File: config.mk
export PLATFORM = sky130hd
export DESIGN_NAME = mult_div_unit
export DESIGN_NICKNAME = d
export VERILOG_FILES = /design/src/rtl/mult_div_unit.sv
export SDC_FILE = /design/constraint.sdc
export NUM_CORES = 1
export LEC_CHECK = 0
export CAP_MARGIN = 10
export CORE_MARGIN = 2
export CORE_UTILIZATION = 39
export DETAILED_ROUTE_END_ITERATION = 10
export PLACE_DENSITY = 0.61
export SLEW_MARGIN = 5
export SYNTH_ARGS = -nofsm -noshare
export SYNTH_HDL_FRONTEND = slang
export SYNTH_SLANG_ARGS = --single-unit
export TNS_END_PERCENT = 1
File: constraint.sdc
create_clock -name clk -period 3.9 [get_ports clk]
set_input_delay 0.975 -clock clk [delete_from_list [all_inputs] [get_ports clk]]
set_output_delay 0.975 -clock clk [all_outputs]
set_load 0.05 [all_outputs]
File: src/rtl/mult_div_unit.sv
`default_nettype none
// ============================================================================
//  Module      : mult_div_unit
//  Description : Iterative HI/LO multiply/divide unit. Executes MULT, MULTU,
//                DIV and DIVU in 33 cycles (32 radix-2 iterations plus a
//                sign-fix cycle) and single-cycle MTHI/MTLO. Owns the
//                architectural HI and LO registers.
//  Revision    : 1.0 - initial release
// ============================================================================
module mult_div_unit (
    input  logic        clk,
    input  logic        reset,
    input  logic        start,
    input  logic [2:0]  op,
    input  logic [31:0] a,
    input  logic [31:0] b,
    output logic [31:0] hi,
    output logic [31:0] lo,
    output logic        busy,
    output logic        done
);

    typedef enum logic [1:0] {
        ST_IDLE = 2'd0,
        ST_RUN  = 2'd1,
        ST_FIX  = 2'd2
    } state_t;

    localparam logic [2:0] c_OP_MULT  = 3'd0;
    localparam logic [2:0] c_OP_MULTU = 3'd1;
    localparam logic [2:0] c_OP_DIV   = 3'd2;
    localparam logic [2:0] c_OP_DIVU  = 3'd3;
    localparam logic [2:0] c_OP_MTHI  = 3'd4;
    localparam logic [2:0] c_OP_MTLO  = 3'd5;

    localparam logic [1:0] c_ROP_MULT = 2'd0;
    localparam logic [1:0] c_ROP_DIV  = 2'd2;

    localparam logic [5:0] c_LAST_ITER = 6'd31;

    state_t      r_state;
    state_t      w_state_next;
    logic        w_busy_next;
    logic        w_done_next;

    logic [1:0]  r_op;        // latched arithmetic op (0..3)
    logic [31:0] r_opa;       // multiplicand magnitude (multiply)
    logic [31:0] r_opb;       // divisor magnitude (divide)
    logic [63:0] r_acc;       // working accumulator
    logic [5:0]  r_cnt;       // iteration counter
    logic        r_neg_q;     // operand signs differ
    logic        r_neg_r;     // dividend was negative
    logic        r_divz;      // divisor was zero
    logic [31:0] r_a_raw;     // original dividend, returned in HI on divide by zero
    logic [31:0] r_hi;
    logic [31:0] r_lo;
    logic        r_busy;
    logic        r_done;

    // Operand conditioning at start: magnitudes for signed ops, raw otherwise
    logic        w_signed_op;
    logic        w_a_neg;
    logic        w_b_neg;
    logic [31:0] w_a_mag;
    logic [31:0] w_b_mag;

    assign w_signed_op = ~op[0];
    assign w_a_neg     = w_signed_op & a[31];
    assign w_b_neg     = w_signed_op & b[31];
    assign w_a_mag     = w_a_neg ? (32'd0 - a) : a;
    assign w_b_mag     = w_b_neg ? (32'd0 - b) : b;

    // Multiply step: add multiplicand into upper half when LSB set, shift right
    logic [32:0] w_mul_sum;
    logic [63:0] w_mul_next;

    assign w_mul_sum  = {1'b0, r_acc[63:32]} + {1'b0, r_opa};
    assign w_mul_next = r_acc[0] ? {w_mul_sum, r_acc[31:1]}
                                 : {1'b0, r_acc[63:1]};

    // Restoring divide step: shift remainder:dividend left, subtract if it fits.
    // The partial remainder is always below the divisor, so the difference
    // fits in 32 bits whenever the subtraction succeeds.
    logic [32:0] w_rem_sh;
    logic        w_div_ge;
    logic [31:0] w_div_diff;
    logic [63:0] w_div_next;

    assign w_rem_sh   = r_acc[63:31];
    assign w_div_ge   = (w_rem_sh >= {1'b0, r_opb});
    assign w_div_diff = w_rem_sh[31:0] - r_opb;
    assign w_div_next = w_div_ge ? {w_div_diff, r_acc[30:0], 1'b1}
                                 : {r_acc[62:0], 1'b0};

    // Final sign correction and HI/LO selection in FIX
    logic [63:0] w_prod;
    logic [31:0] w_quo;
    logic [31:0] w_rem;
    logic [31:0] w_res_hi;
    logic [31:0] w_res_lo;

    assign w_prod = ((r_op == c_ROP_MULT) && r_neg_q) ? (64'd0 - r_acc) : r_acc;
    assign w_quo  = ((r_op == c_ROP_DIV) && r_neg_q) ? (32'd0 - r_acc[31:0]) : r_acc[31:0];
    assign w_rem  = ((r_op == c_ROP_DIV) && r_neg_r) ? (32'd0 - r_acc[63:32]) : r_acc[63:32];

    assign w_res_hi = r_op[1] ? (r_divz ? r_a_raw : w_rem) : w_prod[63:32];
    assign w_res_lo = r_op[1] ? (r_divz ? 32'hFFFF_FFFF : w_quo) : w_prod[31:0];

    // Next-state and registered-output decode
    always_comb begin
        w_state_next = r_state;
        w_busy_next  = 1'b0;
        w_done_next  = 1'b0;
        case (r_state)
            ST_IDLE: begin
                if (start && !op[2]) begin
                    w_state_next = ST_RUN;
                end
            end
            ST_RUN: begin
                if (r_cnt == c_LAST_ITER) begin
                    w_state_next = ST_FIX;
                end
            end
            ST_FIX: begin
                w_state_next = ST_IDLE;
                w_done_next  = 1'b1;
            end
            default: begin
                w_state_next = ST_IDLE;
            end
        endcase
        w_busy_next = (w_state_next != ST_IDLE);
    end

    // State register
    always_ff @(posedge clk) begin
        if (reset) begin
            r_state <= ST_IDLE;
        end else begin
            r_state <= w_state_next;
        end
    end

    // Operand latch, iteration datapath and HI/LO update
    always_ff @(posedge clk) begin
        if (reset) begin
            r_op    <= 2'd0;
            r_opa   <= 32'd0;
            r_opb   <= 32'd0;
            r_acc   <= 64'd0;
            r_cnt   <= 6'd0;
            r_neg_q <= 1'b0;
            r_neg_r <= 1'b0;
            r_divz  <= 1'b0;
            r_a_raw <= 32'd0;
            r_hi    <= 32'd0;
            r_lo    <= 32'd0;
            r_busy  <= 1'b0;
            r_done  <= 1'b0;
        end else begin
            r_busy <= w_busy_next;
            r_done <= w_done_next;
            case (r_state)
                ST_IDLE: begin
                    if (start) begin
                        case (op)
                            c_OP_MULT, c_OP_MULTU, c_OP_DIV, c_OP_DIVU: begin
                                r_op    <= op[1:0];
                                r_opa   <= w_a_mag;
                                r_opb   <= w_b_mag;
                                r_neg_q <= w_a_neg ^ w_b_neg;
                                r_neg_r <= w_a_neg;
                                r_divz  <= (b == 32'd0);
                                r_a_raw <= a;
                                r_cnt   <= 6'd0;
                                // Multiply shifts the multiplier out of the low half;
                                // divide shifts the dividend out of the low half.
                                r_acc   <= op[1] ? {32'd0, w_a_mag} : {32'd0, w_b_mag};
                            end
                            c_OP_MTHI: r_hi <= a;
                            c_OP_MTLO: r_lo <= a;
                            default: ;
                        endcase
                    end
                end
                ST_RUN: begin
                    r_acc <= r_op[1] ? w_div_next : w_mul_next;
                    r_cnt <= r_cnt + 6'd1;
                end
                ST_FIX: begin
                    r_hi <= w_res_hi;
                    r_lo <= w_res_lo;
                end
                default: ;
            endcase
        end
    end

    assign hi   = r_hi;
    assign lo   = r_lo;
    assign busy = r_busy;
    assign done = r_done;

endmodule
`default_nettype wire

Word-level counts from Yosys, hierarchy flattened
Index checks and enable logic that the tools add are counted.
{ "totals": {"reg_bits": 239, "inputBits": 70, "output_inout_bits": 66} }
{ "op_classes": {"n_addsub": 8, "order_cmp": 1, "eq_ne": 13, "mux": 29, "bitwise_logic": 4, "n_reduce_logical": 17} }
{ "ops": {"columns": ["operator", "count"], "rows": [
  ["$mux 32", 13],
  ["$mux 64", 6],
  ["$pmux 32 s2", 2],
  ["$pmux 64 s2", 1],
  ["$sub 1x32->32 const A", 4],
  ["$sub 1x64->64 const A", 1],
  ["$add 32x32->33", 1],
  ["$ge 33x32->1", 1],
  ["$logic_not 32->1", 1],
  ["$sub 32x32->32", 1],
  ["$mux 6", 2],
  ["$pmux 6 s2", 1],
  ["$reduce_and 3->1", 4],
  ["$add 6x1->6 const B", 1],
  ["$eq 3x2->1 const B", 2],
  ["$eq 3x3->1 const B", 2],
  ["$eq 6x5->1 const B", 1],
  ["$reduce_bool 2->1", 3],
  ["$eq 2x2->1 const B", 2],
  ["$logic_and 1x1->1", 4],
  ["$logic_not 2->1", 2],
  ["$mux 2", 2],
  ["$ne 2x1->1 const B", 2],
  ["$ne 2x2->1 const B", 2],
  ["other kinds (10)", 11]
]} }

Logic depth before layout (Yosys ltp)
{ "depth": {"ltp_word": 7, "mapped_depth": 14, "depth_no_buf": 13} }

Worst setup path before layout
No wires, ideal clock.
{ "synth_path": {"kind": "input -> register", "from": "in b[9]", "to": "reg r_acc[26]", "setup_time_ns": 0.132, "arrival_ns": 2.900, "required_ns": 3.768, "slack_ns": 0.868, "path_stages": 9, "path_buffers": 0, "cell_sequence": "nor4_1 nor4b_2 and2b_1 nand3_1 o41ai_1 xor2_1 mux2i_1 a21oi_1 nor3_1"} }
{ "synth_between": {"elab_chain_len": 6} }
{ "synth_rtl": {"columns": ["item", "line", "source"], "rows": [
  ["start: declaration", "16", "input logic [31:0] b,"],
  ["$sub 1x32->32", "71", "assign w_b_mag = w_b_neg ? (32'd0 - b) : b;"],
  ["$mux 32", "71", null],
  ["$mux 32", "179", "r_acc <= op[1] ? {32'd0, w_a_mag} : {32'd0, w_b_mag};"],
  ["$mux 64", "167", "case (op)"],
  ["$mux 64", "166", "if (start) begin"],
  ["$pmux 64 s2", "164", "case (r_state)"],
  ["end signal: assignment", "179", null],
  ["end signal: assignment", "188", "r_acc <= r_op[1] ? w_div_next : w_mul_next;"],
  ["end: declaration", "49", "logic [63:0] r_acc;"]
]} }
No other way between the ends. The select of a mux whose other input is x is not followed.
A chain may end at the register's enable or synchronous reset.

Final worst setup path
{ "layout_path": {"from": "reg r_acc[32]", "to": "reg r_acc[61]"} }
{ "layout_between": {"elab_chain_len": 4} }
{ "layout_rtl": {"columns": ["item", "line", "source"], "rows": [
  ["$add 32x32->33 (tied with other cells)", "77", "assign w_mul_sum = {1'b0, r_acc[63:32]} + {1'b0, r_opa};"],
  ["$mux 64, on equally long branches", "78, 92", null],
  ["$mux 64 *", "188", null],
  ["$pmux 64 s2 *", "164", null]
]} }
Every way passes the cells marked *; elsewhere a longest branch is shown, timed or not.

==> results.sh <==
export IMPL_vias=19000
export IMPL_cp_start_kind="register"
export IMPL_cts_tree="built"
export IMPL_dr_first_iter_drc_count=2110
export IMPL_cts_root_buffer="clkbuf_16"
export IMPL_synth_top_area_frac=0.269
export IMPL_avgSynthCellArea_um2=7.49
export IMPL_cts_resized=0
export IMPL_setup_viol=0
export IMPL_synth_warnings=0
export IMPL_first_pass_iters=7
export IMPL_status="finished, final reports clean"
export IMPL_port_buffers=135
export IMPL_wl_per_cell_um=24.5
export IMPL_cts_setup_buffers=0
export IMPL_vdd_drop_max_v=0.000348
export IMPL_arrival_ns=4.07
export IMPL_endpoint_kind="register"
export IMPL_gr_usage_all_layers=0.314
export IMPL_worst_pin_slew_ns=1.13
export IMPL_clock_skew_ns=0.0140
export IMPL_start_util=0.393
export IMPL_dieArea_mm2=0.0472
export IMPL_rsz0062_at_grt="no"
export IMPL_maxSlewViolCount=0
export IMPL_hold_viol=0
export IMPL_grt_pass1_vias=18000
export IMPL_clock_sinks=238
export IMPL_seqCellArea_mm2=0.00477
export IMPL_p_leak_nw=8.00
export IMPL_synth_edff_count=0
export IMPL_n_antenna_cell=0
export IMPL_path_clk_slew_ns=0.06
export IMPL_setup_tns_ns=0
export IMPL_synthTopCellsByCount="a21oi_1 (249), nor2_1 (249), nand2_1 (248)"
export IMPL_synth_top_area_cell="dfxtp_1"
export IMPL_final_area_mm2=0.0213
export IMPL_drive_above_1_share=0.0994
export IMPL_die_h_um=217
export IMPL_synthToLayoutAreaGrowth_pct=19.9
export IMPL_critPathMaxFanout=4
export IMPL_placed_area_mm2=0.0203
export IMPL_fmax_mhz=277
export IMPL_cts_made_buffers=29
export IMPL_antenna_found_initial=1
export IMPL_multi_input_area_mm2=0.0119
export IMPL_cts_htree_levels=1
export IMPL_grt_max_degree=159
export IMPL_crit_required_ns=4.36
export IMPL_clk_latency_ns=0.58
export IMPL_routabilityCongestion=0.972
export IMPL_slew_headroom=0.240
export IMPL_final_antenna_net_count=0
export IMPL_core_area_mm2=0.0452
export IMPL_synth_nets=2510
export IMPL_grt_pass1_wl_um=113000
export IMPL_worstSetupPathType="register to register"
export IMPL_ys_ff_latch=238
export IMPL_boundaryPins=136
export IMPL_grt_remaining_overflow=0
export IMPL_fin_crit_sh=0.926
export IMPL_clockBufferDepth=3
export IMPL_fillers=4501
export IMPL_period_minus_slack_ns=3.61
export IMPL_ys_flop_type="dfxtp_1"
export IMPL_hold_buffers=0
export IMPL_vias_per_cell=6.08
export IMPL_async_flop_share=0
export IMPL_drc_errors=0
export IMPL_nNetsFinal=2634
export IMPL_wl_um=76200
export IMPL_hpwl_um=58200
export IMPL_powerDensity_mw_per_mm2=350
export IMPL_drv_cap=0
export IMPL_rows=78
export IMPL_die_w_um=217
export IMPL_syn_inst=2369
export IMPL_min_delay_path_class="register to register"
export IMPL_synth_cell_types=89
export IMPL_final_core_util=0.471
export IMPL_syn_area_mm2=0.0177
export IMPL_seq_area_frac_synth=0.269
export IMPL_yosys_top_cells_area="dfxtp_1 (27%), a21oi_1 (7.0%), xnor2_1 (6.0%), nor2_1 (5.3%), nand2_1 (5.2%)"
==> layer usage <==
layer	global-route usage	vias to the layer above	wire, µm
met4	0.117	2	3370
met3	0.0615	189	7120
met5	0	-	12
met1	0.434	9039	32700
li1	-	8785	-
met2	0.483	937	33000
==> cell families (layout without fill, tap and decap cells) <==
family,Yosys count,after routing,synth area share
AND/OR/NAND/NOR,746,746,0.195
AO/OA/AOI/OAI,741,741,0.271
buffers and inverters,274,420,0.0604
flip-flops,238,238,0.269
XOR/XNOR,203,203,0.100
multiplexers,96,96,0.0544
adder cells (fa/ha/maj),71,71,0.0509
==> worst paths after layout <==
| kind | slack, ns | start | end | depth (start not counted) |
|---|---|---|---|---|
| setup reg to reg | 0.29 | r_acc[32] | r_acc[61] | 12 |
| hold reg to reg | 0.46 | r_a_raw[14] | r_a_raw[14] | 2 |
| setup / recovery | 0.29 | r_acc[32] | r_acc[61] | 12 |
| hold / removal | 0.46 | r_a_raw[14] | r_a_raw[14] | 2 |
==> state kept, by name (all words and copies together) (netlist names), 2 cells and up <==
register and cells:
hi 32, lo 32, r_a_raw 31, r_acc 64, r_cnt 6, r_op 2, r_opa 32, r_opb 32
r_state 2
==> layout by cell type, fill, tap and decap left out, drive strengths merged, types with 92 or more instances in the layout <==
cell type | synthesis | layout
a21oi | 251 | 251
xnor2 | 121 | 121
clkdlybuf4s50 | 0 | 133
mux2i | 92 | 92
nor2 | 249 | 249
nand2 | 248 | 248
buf | 28 | 160
o21ai | 124 | 124
a211oi | 107 | 107
dfxtp | 238 | 238
==> per-stage QoR <==
stage	setup slack (ns)	power [mW]	cells	hold WS, ns
after floorplan	0.868	3.91	2369	0.432
after global placement	-0.0287	4.66	3062	0.439
after global routing	0.0856	7.69	3115	0.470
after detailed placement	-0.0260	4.67	3062	0.444
final	0.289	7.45	3115	0.455
after CTS	0.402	7.41	3115	0.455
==> critical path, cell delays in order (launching register included) <==
cell and delay (ns):
dfxtp_1 0.38, ha_1 0.27, inv_1 0.08, fa_1 0.38
nor2b_1 0.23, o31ai_1 0.17, o22a_1 0.28, a211oi_1 0.47
nor2_1 0.19, o311ai_1 0.52, xor2_1 0.14, a211oi_1 0.28
o31ai_1 0.10
==> final cells by class <==
cell class / instances / area share
sequential: 238 / 0.224
tap: 600 / 0.0353
inverter: 74 / 0.0131
clock inverter: 11 / 0.00447
timing repair buffer: 293 / 0.122
clock buffer: 42 / 0.0402
multi-input combinational: 1857 / 0.561
==> power by group <==
| group | internal, mW | total (mW) | switching, mW | leakage, nW |
|---|---|---|---|---|
| combinational | 0.735 | 1.98 | 1.25 | 5.59 |
| sequential | 2.55 | 2.69 | 0.141 | 1.94 |
| clock | 1.58 | 2.78 | 1.20 | 0.469 |
Note: power is estimated with default switching activity, not from simulation.
